<file path="src/rtl/sig_gen_if.sv">
// Bus bundle for sig_gen: configuration handshake, run control and waveform/status outputs.
interface sig_gen_if #(
    parameter int unsigned WIDTH = 16
);
    logic             cfg_valid;
    logic             cfg_ready;
    logic [WIDTH-1:0] period;
    logic [WIDTH-1:0] high_time;
    logic [WIDTH-1:0] burst;
    logic             start;
    logic             stop;
    logic             sig;
    logic             busy;
    logic             done;
    logic [WIDTH-1:0] edge_count;

    modport master (
        output cfg_valid, period, high_time, burst, start, stop,
        input  cfg_ready, sig, busy, done, edge_count
    );

    modport slave (
        input  cfg_valid, period, high_time, burst, start, stop,
        output cfg_ready, sig, busy, done, edge_count
    );
endinterface

</file>
<file path="src/rtl/sig_gen.sv">
// Programmable pulse-train generator (continuous or burst) driving the test stimulus sig.
// Optional macro SIG_GEN_EDGE_COUNT_EN enables edge_count and burst termination.
module sig_gen #(
    parameter int unsigned WIDTH = 16
) (
    input logic    clk,
    input logic    rst,
    sig_gen_if.slave bus
);
`ifdef SIG_GEN_EDGE_COUNT_EN
    localparam bit EdgeCountEn = 1'b1;
`else
    localparam bit EdgeCountEn = 1'b0;
`endif

    typedef enum logic [1:0] {
        ST_IDLE,
        ST_HIGH,
        ST_LOW
    } state_e;

    state_e           state_q, state_d;
    logic [WIDTH-1:0] per_q, per_d;
    logic [WIDTH-1:0] hi_q, hi_d;
    logic [WIDTH-1:0] bst_q, bst_d;
    logic [WIDTH-1:0] phase_q, phase_d;
    logic [WIDTH-1:0] cnt_q, cnt_d;
    logic             sig_q, sig_d;
    logic             done_q, done_d;
    logic             pend_q, pend_d;

    logic [WIDTH-1:0] per_new, hi_new;
    logic             cfg_fire, high_end, low_end, burst_hit;

    // Period is at least 2 so that both phases last at least one cycle.
    always_comb begin
        per_new = (bus.period < WIDTH'(2)) ? WIDTH'(2) : bus.period;
        hi_new  = bus.high_time;
        if (hi_new == '0) begin
            hi_new = WIDTH'(1);
        end else if (hi_new >= per_new) begin
            hi_new = per_new - WIDTH'(1);
        end
    end

    always_comb begin
        cfg_fire  = bus.cfg_valid && (state_q == ST_IDLE);
        high_end  = (phase_q == hi_q - WIDTH'(1));
        low_end   = (phase_q == per_q - hi_q - WIDTH'(1));
        burst_hit = (bst_q != '0) && (cnt_q == bst_q);
    end

    always_comb begin
        state_d = state_q;
        per_d   = per_q;
        hi_d    = hi_q;
        bst_d   = bst_q;
        phase_d = phase_q;
        cnt_d   = cnt_q;
        sig_d   = sig_q;
        done_d  = 1'b0;
        pend_d  = pend_q;

        if (cfg_fire) begin
            per_d = per_new;
            hi_d  = hi_new;
            bst_d = EdgeCountEn ? bus.burst : '0;
        end

        case (state_q)
            ST_IDLE: begin
                pend_d = 1'b0;
                sig_d  = 1'b0;
                if (bus.start) begin
                    state_d = ST_HIGH;
                    phase_d = '0;
                    sig_d   = 1'b1;
                    cnt_d   = WIDTH'(1);
                end
            end
            ST_HIGH: begin
                if (bus.stop) begin
                    pend_d = 1'b1;
                end
                if (high_end) begin
                    state_d = ST_LOW;
                    phase_d = '0;
                    sig_d   = 1'b0;
                end else begin
                    phase_d = phase_q + WIDTH'(1);
                end
            end
            ST_LOW: begin
                if (low_end) begin
                    if (pend_q || burst_hit) begin
                        state_d = ST_IDLE;
                        done_d  = 1'b1;
                        pend_d  = 1'b0;
                    end else begin
                        state_d = ST_HIGH;
                        phase_d = '0;
                        sig_d   = 1'b1;
                        // A stop landing on the period boundary belongs to the new period.
                        pend_d  = bus.stop;
                        if (cnt_q != '1) begin
                            cnt_d = cnt_q + WIDTH'(1);
                        end
                    end
                end else begin
                    phase_d = phase_q + WIDTH'(1);
                    if (bus.stop) begin
                        pend_d = 1'b1;
                    end
                end
            end
            default: begin
                state_d = ST_IDLE;
                sig_d   = 1'b0;
            end
        endcase

        if (!EdgeCountEn) begin
            cnt_d = '0;
        end
    end

    always_ff @(posedge clk) begin
        if (rst) begin
            state_q <= ST_IDLE;
            per_q   <= WIDTH'(2);
            hi_q    <= WIDTH'(1);
            bst_q   <= '0;
            phase_q <= '0;
            cnt_q   <= '0;
            sig_q   <= 1'b0;
            done_q  <= 1'b0;
            pend_q  <= 1'b0;
        end else begin
            state_q <= state_d;
            per_q   <= per_d;
            hi_q    <= hi_d;
            bst_q   <= bst_d;
            phase_q <= phase_d;
            cnt_q   <= cnt_d;
            sig_q   <= sig_d;
            done_q  <= done_d;
            pend_q  <= pend_d;
        end
    end

    assign bus.cfg_ready  = (state_q == ST_IDLE);
    assign bus.busy       = (state_q != ST_IDLE);
    assign bus.sig        = sig_q;
    assign bus.done       = done_q;
    assign bus.edge_count = cnt_q;
endmodule

</file>
<file path="src/flat_wrapper.sv">
// flat-port wrapper written by rule: the top's interface ports become plain ports
module sig_gen_flat 
#(
    parameter int unsigned WIDTH = 16
)
  (clk, rst, bus_cfg_valid, bus_period, bus_high_time, bus_burst, bus_start, bus_stop, bus_cfg_ready, bus_sig, bus_busy, bus_done, bus_edge_count);
  sig_gen_if #(.WIDTH(WIDTH)) bus_i ();
  input logic clk;
  input logic rst;
  input wire logic [$bits(bus_i.cfg_valid)-1:0] bus_cfg_valid;
  input wire logic [$bits(bus_i.period)-1:0] bus_period;
  input wire logic [$bits(bus_i.high_time)-1:0] bus_high_time;
  input wire logic [$bits(bus_i.burst)-1:0] bus_burst;
  input wire logic [$bits(bus_i.start)-1:0] bus_start;
  input wire logic [$bits(bus_i.stop)-1:0] bus_stop;
  output wire logic [$bits(bus_i.cfg_ready)-1:0] bus_cfg_ready;
  output wire logic [$bits(bus_i.sig)-1:0] bus_sig;
  output wire logic [$bits(bus_i.busy)-1:0] bus_busy;
  output wire logic [$bits(bus_i.done)-1:0] bus_done;
  output wire logic [$bits(bus_i.edge_count)-1:0] bus_edge_count;
  assign bus_i.cfg_valid = bus_cfg_valid;
  assign bus_i.period = bus_period;
  assign bus_i.high_time = bus_high_time;
  assign bus_i.burst = bus_burst;
  assign bus_i.start = bus_start;
  assign bus_i.stop = bus_stop;
  assign bus_cfg_ready = bus_i.cfg_ready;
  assign bus_sig = bus_i.sig;
  assign bus_busy = bus_i.busy;
  assign bus_done = bus_i.done;
  assign bus_edge_count = bus_i.edge_count;
  sig_gen #(.WIDTH(WIDTH)) u_core (.clk(clk), .rst(rst), .bus(bus_i));
endmodule
</file>
<file path="config.mk">
export PLATFORM = sky130hd
export DESIGN_NAME = sig_gen_flat
export DESIGN_NICKNAME = d
export VERILOG_FILES = /design/src/rtl/sig_gen_if.sv /design/src/rtl/sig_gen.sv /design/src/flat_wrapper.sv
export SDC_FILE = /design/constraint.sdc
export NUM_CORES = 1
export LEC_CHECK = 0
export ABC_CLOCK_PERIOD_IN_PS = 7600
export CAP_MARGIN = 20
export CORE_UTILIZATION = 45
export CTS_BUF_LIST = sky130_fd_sc_hd__clkbuf_16
export DETAILED_ROUTE_END_ITERATION = 10
export HOLD_SLACK_MARGIN = 0.08
export PLACE_DENSITY = 0.79
export SYNTH_ARGS = -nofsm -noshare
export SYNTH_HDL_FRONTEND = slang
export SYNTH_SLANG_ARGS = --single-unit
</file>
<file path="constraint.sdc">
create_clock -name clk -period 7.6 [get_ports clk]
set_input_delay 1.52 -clock clk [delete_from_list [all_inputs] [get_ports clk]]
set_output_delay 1.52 -clock clk [all_outputs]
set_load 0.1 [all_outputs]
</file>
==> results of run 1 <==
## worst max path at each step
stage                                    to  slack [ps]  cells after the start
6_report        u_core.hi_q[0]$_SDFFE_PP1P_        2340                     16
5_1_grt         u_core.hi_q[0]$_SDFFE_PP1P_        2080                     16
4_1_cts         u_core.hi_q[0]$_SDFFE_PP1P_        2340                     16
3_5_place_dp    u_core.hi_q[0]$_SDFFE_PP1P_        2050                     16
3_3_place_gp    u_core.hi_q[0]$_SDFFE_PP1P_        1860                     15
2_1_floorplan  u_core.hi_q[10]$_SDFFE_PP0P_        2940                     16
## layout make-up
type | count | share of cell area (%)
multi-input combinational | 520 | 63.9
inverter | 63 | 4.17
sequential | 53 | 18.7
clock buffer | 5 | 2.21
clock inverter | 3 | 0.353
tap | 140 | 3.09
timing repair buffer | 43 | 7.53
## sequential cells by signal (all words and copies together), names as in the netlist
signal	cells
u_core.per_q	16
u_core.hi_q	16
u_core.pend_q	1
u_core.phase_q	16
u_core.bus.sig	1
u_core.state_q	2
u_core.bus.done	1
## stage by stage
step	area (sq um)	util [%]	total power, mW	cells	hold WS [ps]
global route	5670	51.6	1.72	827	481
CTS	5660	51.5	1.60	826	463
floorplan	5220	-	1.17	689	440
detailed placement	5510	50.2	1.37	818	453
finish	5670	51.6	1.61	827	463
global placement	5500	50.1	1.34	817	451
## logic make-up (layout without fill, tap and decap cells)
group / count (synthesis) / in the layout / share of synthesized area (%)
and+or+nand+nor: 209 / 209 / 20.8
AOI/OAI and AO/OA: 186 / 186 / 25.9
buffers and inverters: 116 / 114 / 10.5
DFF: 53 / 53 / 20.6
xor gates and xnor gates: 50 / 50 / 8.78
adders and majority gates: 39 / 39 / 9.60
muxes: 20 / 20 / 3.88
other: 1 / 16 / 0.0727
## power by group through the flow
stage                     Combinational [mW]  Sequential, mW  Clock [mW]
after floorplan                        0.798           0.371           0
after global placement                 0.971           0.372           0
after detailed placement               0.999           0.375           0
after CTS                               1.00           0.369       0.229
after global routing                    1.10           0.375       0.240
final                                   1.02           0.370       0.227
## placed cells by master (no fill, tap or decap), types with 16 or more instances in the layout
cell type,synthesis,final
a21oi_1,39,39
dfxtp_1,53,53
o2111ai_1,26,26
nand2_1,68,68
xor2_1,16,16
o21ai_0,30,30
xnor2_1,33,33
conb_1,1,16
o211ai_1,27,27
mux2i_1,20,20
a21o_1,16,16
clkdlybuf4s50_1,0,40
nor3_1,16,16
ha_1,38,38
inv_1,63,63
nor2_1,35,35
nand3_1,17,17
## metal layers
metal,vias up,track usage (%),part of all wire [%]
li1,2447,-,-
met1,2350,30.3,45
met2,172,40.3,47
met3,36,2.93,5.2
met4,0,9.07,2.7
met5,-,0,0
## worst max-delay path: cells and delay by family
kind	cells	cell delay (ps)
AO/OA/AOI/OAI	6	1370
adder cells (fa/ha/maj)	1	250
buffers and inverters	3	820
multiplexers	1	230
AND/OR/NAND/NOR	5	1200
==> run_results.csv, run 1 <==
group,metric,value,unit
worst_setup_path,worstSetupPathType,"in2reg",
synth,async_reset_ff_share,0,%
power,ir_drop,0.327,mV
timing,period_share,69.3,%
power,p_seq_share,22.9,%
floorplanning,die_height,109,um
run_status,status,"complete, no violations",
worst_setup_path,required,7720,ps
synth,synth_top_area_share,20.6,%
worst_setup_path,reg2reg_depth,11,
layout,drive_gt1_share,3.78,%
synth,synth_most_common_cell,"nand2_1",
placed_design,dp_hpwl,11100,um
timing,fin_skew,7.61,ps
min_path,hold_depth,2,
synth,synth_commonest_cells,"nand2_1 (68), inv_1 (63), dfxtp_1 (53)",
power,sw_frac_of_total,50.5,%
drt,wl,13700,um
clock_tree,cts_root_buf,"clkbuf_16",
timing,fin_tns_setup,0,ps
floorplanning,rows,38,
drt,avgViaCountPerCell,6.05,
layout,seq_area,1060,sq um
placed_design,routabilityCongestion,0.935,
synth,yosysWarnings,0,
floorplanning,ioPinCount,73,
timing,fmax,190,MHz
floorplanning,die-area,11900,sq um
floorplanning,start_util,47.0,%
floorplanning,core,11000,sq um
clock_tree,clock_sinks,53,
worst_setup_path,reg2reg_slack,3370,ps
timing,finalSetupViolCount,0,
power,leakagePower,2.20,nW
synth,synth_ff_type,"dfxtp_1",
placed_design,portBuffers,40,
timing,report.final.slew_viol_count,0,
grt,grtUsageTotal,23.7,%
synth,yosysTopAreaCell,"dfxtp_1",
power,pwr-share-comb,63.0,%
worst_setup_path,cp_max_fo,9,
power,clkPwrFrac,14.0,%
drt,wl_per_cell,16.5,um
grt,antenna_found_initial,0,
grt,grt_pass1_wl,22400,um
clock_tree,cts_setup_buffers,0,
drt,drc_errors,0,
layout,n_antenna_cell,0,
floorplanning,fp.dieW,109,um
timing,rsz0062_at_grt,"false",
layout,fin_nets,778,
worst_setup_path,worstReg2RegEnd,"u_core.state_q[0]$_SDFFE_PP0P_",
clock_tree,holdBufCountCts,0,
worst_setup_path,timing.rr.start,"u_core.hi_q[0]$_SDFFE_PP1P_",
power,power_density,285,nW/um^2
synth,syn_inst,674,
synth,synth.distinct_cells,67,
worst_setup_path,crit_chain,"clkdlybuf4s50_1, nor4_1, and2_1, nand2_1, nand2_1, inv_1, ha_1, nand2b_1, a21o_1, a21o_1, a211oi_1, o21ai_0, a31oi_2, buf_6, mux2i_1, a32oi_1",
timing,worst_slew_pin_slew,1060,ps
job,maxCapViolCount,0,
layout,area_growth,9.79,%
worst_setup_path,end_kind,"flop",
synth,synth_edf_count,0,
drt,ant_nets,0,
clock_tree,cts_resized,0,
drt,drt-pass1-iter-count,5,
clock_tree,clkSlewWorstSetupHoldPaths,70,ps
worst_setup_path,critPathLaunch,"bus_period[12]",
worst_setup_path,cp_slowest_cell,"clkdlybuf4s50_1",
timing,fin_crit,5260,ps
synth,avgSynthCellArea,7.66,sq um
timing,hold_viol,0,
timing,fin_ws,2340,ps
grt,grt_pass1_vias,4745,
timing,relSlewSlack,29.0,%
placed_design,pre_cts_ws,2050,ps
min_path,min_path_type,"reg2reg",
min_path,holdCritStartpoint,"u_core.per_q[9]$_SDFFE_PP0P_",
worst_setup_path,crit_arrival,5380,ps
synth,synth_seq_cells,53,
layout,fill_cells,1046,
synth,synthesis.area,5160,sq um
power,p_int,799,uW
power,switchingPower,815,uW
layout,multi_input_area,3620,sq um
clock_tree,ctsHtreeMaxLevel,2,
clock_tree,clock_path_buffers,2,
synth,seq_area_frac_synth,20.6,%
drt,initialDrtViolationCount,384,
min_path,hold_end,"u_core.per_q[9]$_SDFFE_PP0P_",
grt,grt_max_degree,33,
worst_setup_path,cp-start-kind,"input pin",
grt,overflow,0,
worst_setup_path,critPathMaxStageDelay,510,ps
drt,routed-via-count,5005,
clock_tree,clkLatencyLatePin,290,ps
clock_tree,cts_tree,"yes",
synth,ys_top_cells_by_area,"dfxtp_1 (21%), ha_1 (9.2%), xnor2_1 (5.6%)",
clock_tree,cts_buffers,5,
No activity file was read; power rests on OpenSTA's default activity.
==> run 2, diff against run 1 <==
- ABC_CLOCK_PERIOD_IN_PS: 7600 -> 4600
- PLACE_DENSITY: 0.79 -> 0.81
- clock period: 7.6 -> 4.6 ns (I/O delays scaled with it)
==> run 2 against run 1 <==
Net effect:
- via count rose by 2.5%
- clock power grew 94%
- count of clock-buffer cells in the layout did not move
- flip-flop and latch count is the same
- non-clock buffer count grew 12
- critical path type unchanged
- critical endpoint unchanged
- highest routed layer unchanged
==> run_results.csv, run 2 (synthesis results as in run 1) <==
group,metric,value,unit
clock_tree,clkLatencyLatePin,290,ps
timing,finalSetupViolCount,0,
drt,ant_nets,0,
floorplanning,die_height,109,um
placed_design,portBuffers,40,
worst_setup_path,worstSetupPathType,"in2reg",
timing,fin_crit,4240,ps
grt,grtUsageTotal,24.7,%
layout,fin_nets,790,
floorplanning,ioPinCount,73,
drt,wl_per_cell,17.1,um
placed_design,dp_hpwl,11500,um
layout,final_cell_mix,"nand2_1 (68), inv_1 (63), dfxtp_1 (53)",
clock_tree,ctsHtreeMaxLevel,2,
worst_setup_path,required,4720,ps
worst_setup_path,end_kind,"flop",
placed_design,pre_cts_ws,134,ps
timing,fin_tns_setup,0,ps
drt,initialDrtViolationCount,464,
clock_tree,cts_setup_buffers,0,
clock_tree,clock_sinks,53,
floorplanning,core,11000,sq um
clock_tree,cts_buffers,5,
layout,fill_cells,1026,
timing,fin_ws,360,ps
drt,drc_errors,0,
drt,wl,14400,um
grt,grt_pass1_wl,23100,um
grt,overflow,0,
clock_tree,holdBufCountCts,0,
grt,antenna_found_initial,0,
power,leakagePower,2.28,nW
layout,area_growth,12.3,%
floorplanning,fp.dieW,109,um
layout,seq_area,1060,sq um
floorplanning,rows,38,
floorplanning,die-area,11900,sq um
clock_tree,clkSlewWorstSetupHoldPaths,70,ps
run_status,status,"complete, no violations",
timing,period_share,92.2,%
layout,drive_gt1_share,5.58,%
clock_tree,cts_tree,"yes",
drt,drt-pass1-iter-count,5,
timing,report.final.slew_viol_count,0,
worst_setup_path,crit_arrival,4360,ps
timing,relSlewSlack,33.9,%
min_path,min_path_type,"reg2reg",
floorplanning,start_util,47.0,%
worst_setup_path,crit_chain,"clkdlybuf4s50_1, nor4_1, and2_1, nand2_1, nand2_1, inv_1, ha_1, nand2b_1, a21o_1, a21o_1, a211oi_1, o21ai_0, a31oi_2, buf_12, mux2i_1, a32oi_1",
clock_tree,cts_resized,0,
drt,routed-via-count,5130,
timing,hold_viol,0,
layout,final_common_cell,"nand2_1",
timing,fin_skew,4.55,ps
timing,worst_slew_pin_slew,989,ps
layout,largestRegisters,"u_core.hi_q (16), u_core.per_q (16), u_core.phase_q (16)",
placed_design,routabilityCongestion,1.01,
power,power_density,481,nW/um^2
layout,n_antenna_cell,0,
worst_setup_path,cp-start-kind,"input pin",
worst_setup_path,cp_slowest_cell,"nor4_1",
worst_setup_path,critPathMaxStageDelay,580,ps
grt,grt_max_degree,33,
layout,multi_input_area,3620,sq um
job,maxCapViolCount,0,
timing,rsz0062_at_grt,"false",
clock_tree,cts_root_buf,"clkbuf_16",
power,ir_drop,0.482,mV
clock_tree,clock_path_buffers,2,
timing,fmax,236,MHz
grt,grt_pass1_vias,4855,
drt,avgViaCountPerCell,6.11,
worst_setup_path,cp_max_fo,16,
-- run 2: layout make-up --
type	instances	area share, %
Multi-Input combinational cell	520	62.5
Clock inverter	3	0.864
Tap cell	140	3.02
Timing Repair Buffer	55	9.07
Sequential cell	53	18.3
Clock buffer	5	2.16
Inverter	63	4.08
-- run 2: metal layers --
metal / up-vias / share of wire (%) / GRT usage [%]
li1: 2473 / - / -
met1: 2392 / 43 / 31.3
met2: 231 / 47 / 42.0
met3: 34 / 7.1 / 3.23
met4: 0 / 2.6 / 9.75
met5: - / 0 / 0
-- run 2: worst paths after layout --
check                           depth (start not counted)  slack (ps)                          from                        endpoint
worst max-delay path                                   16         360                bus_period[10]     u_core.hi_q[0]$_SDFFE_PP1P_
worst min-delay path                                    2         460  u_core.per_q[4]$_SDFFE_PP0P_    u_core.per_q[4]$_SDFFE_PP0P_
worst max register to register                         11         490   u_core.hi_q[0]$_SDFFE_PP1P_  u_core.state_q[0]$_SDFFE_PP0P_
worst min register to register                          2         460  u_core.per_q[4]$_SDFFE_PP0P_    u_core.per_q[4]$_SDFFE_PP0P_
-- run 2: power breakdown --
group	internal [mW]	switching, mW
registers	0.526	0.0844
logic	0.615	1.12
clock network	0.262	0.178
total	1.40	1.38
-- run 2: through the flow --
| step | instance area, sq um | instances | hold slack (ps) | total power, mW | util (%) |
|---|---|---|---|---|---|
| 6_report | 5800 | 839 | 462 | 2.79 | 52.8 |
| 5_1_grt | 5800 | 839 | 481 | 2.94 | 52.8 |
| 4_1_cts | 5790 | 838 | 462 | 2.74 | 52.7 |
| 3_5_place_dp | 5610 | 830 | 452 | 2.30 | 51.1 |
| 3_3_place_gp | 5610 | 830 | 450 | 2.25 | 51.1 |
| 2_1_floorplan | 5220 | 689 | 440 | 1.93 | - |
-- run 2: critical path: cells and delay by family --
family                   cells  cell delay (ps)
AO/OA/AOI/OAI                6             1100
adder cells (fa/ha/maj)      1              250
AND/OR/NAND/NOR              5             1190
multiplexers                 1              210
buffers and inverters        3              670
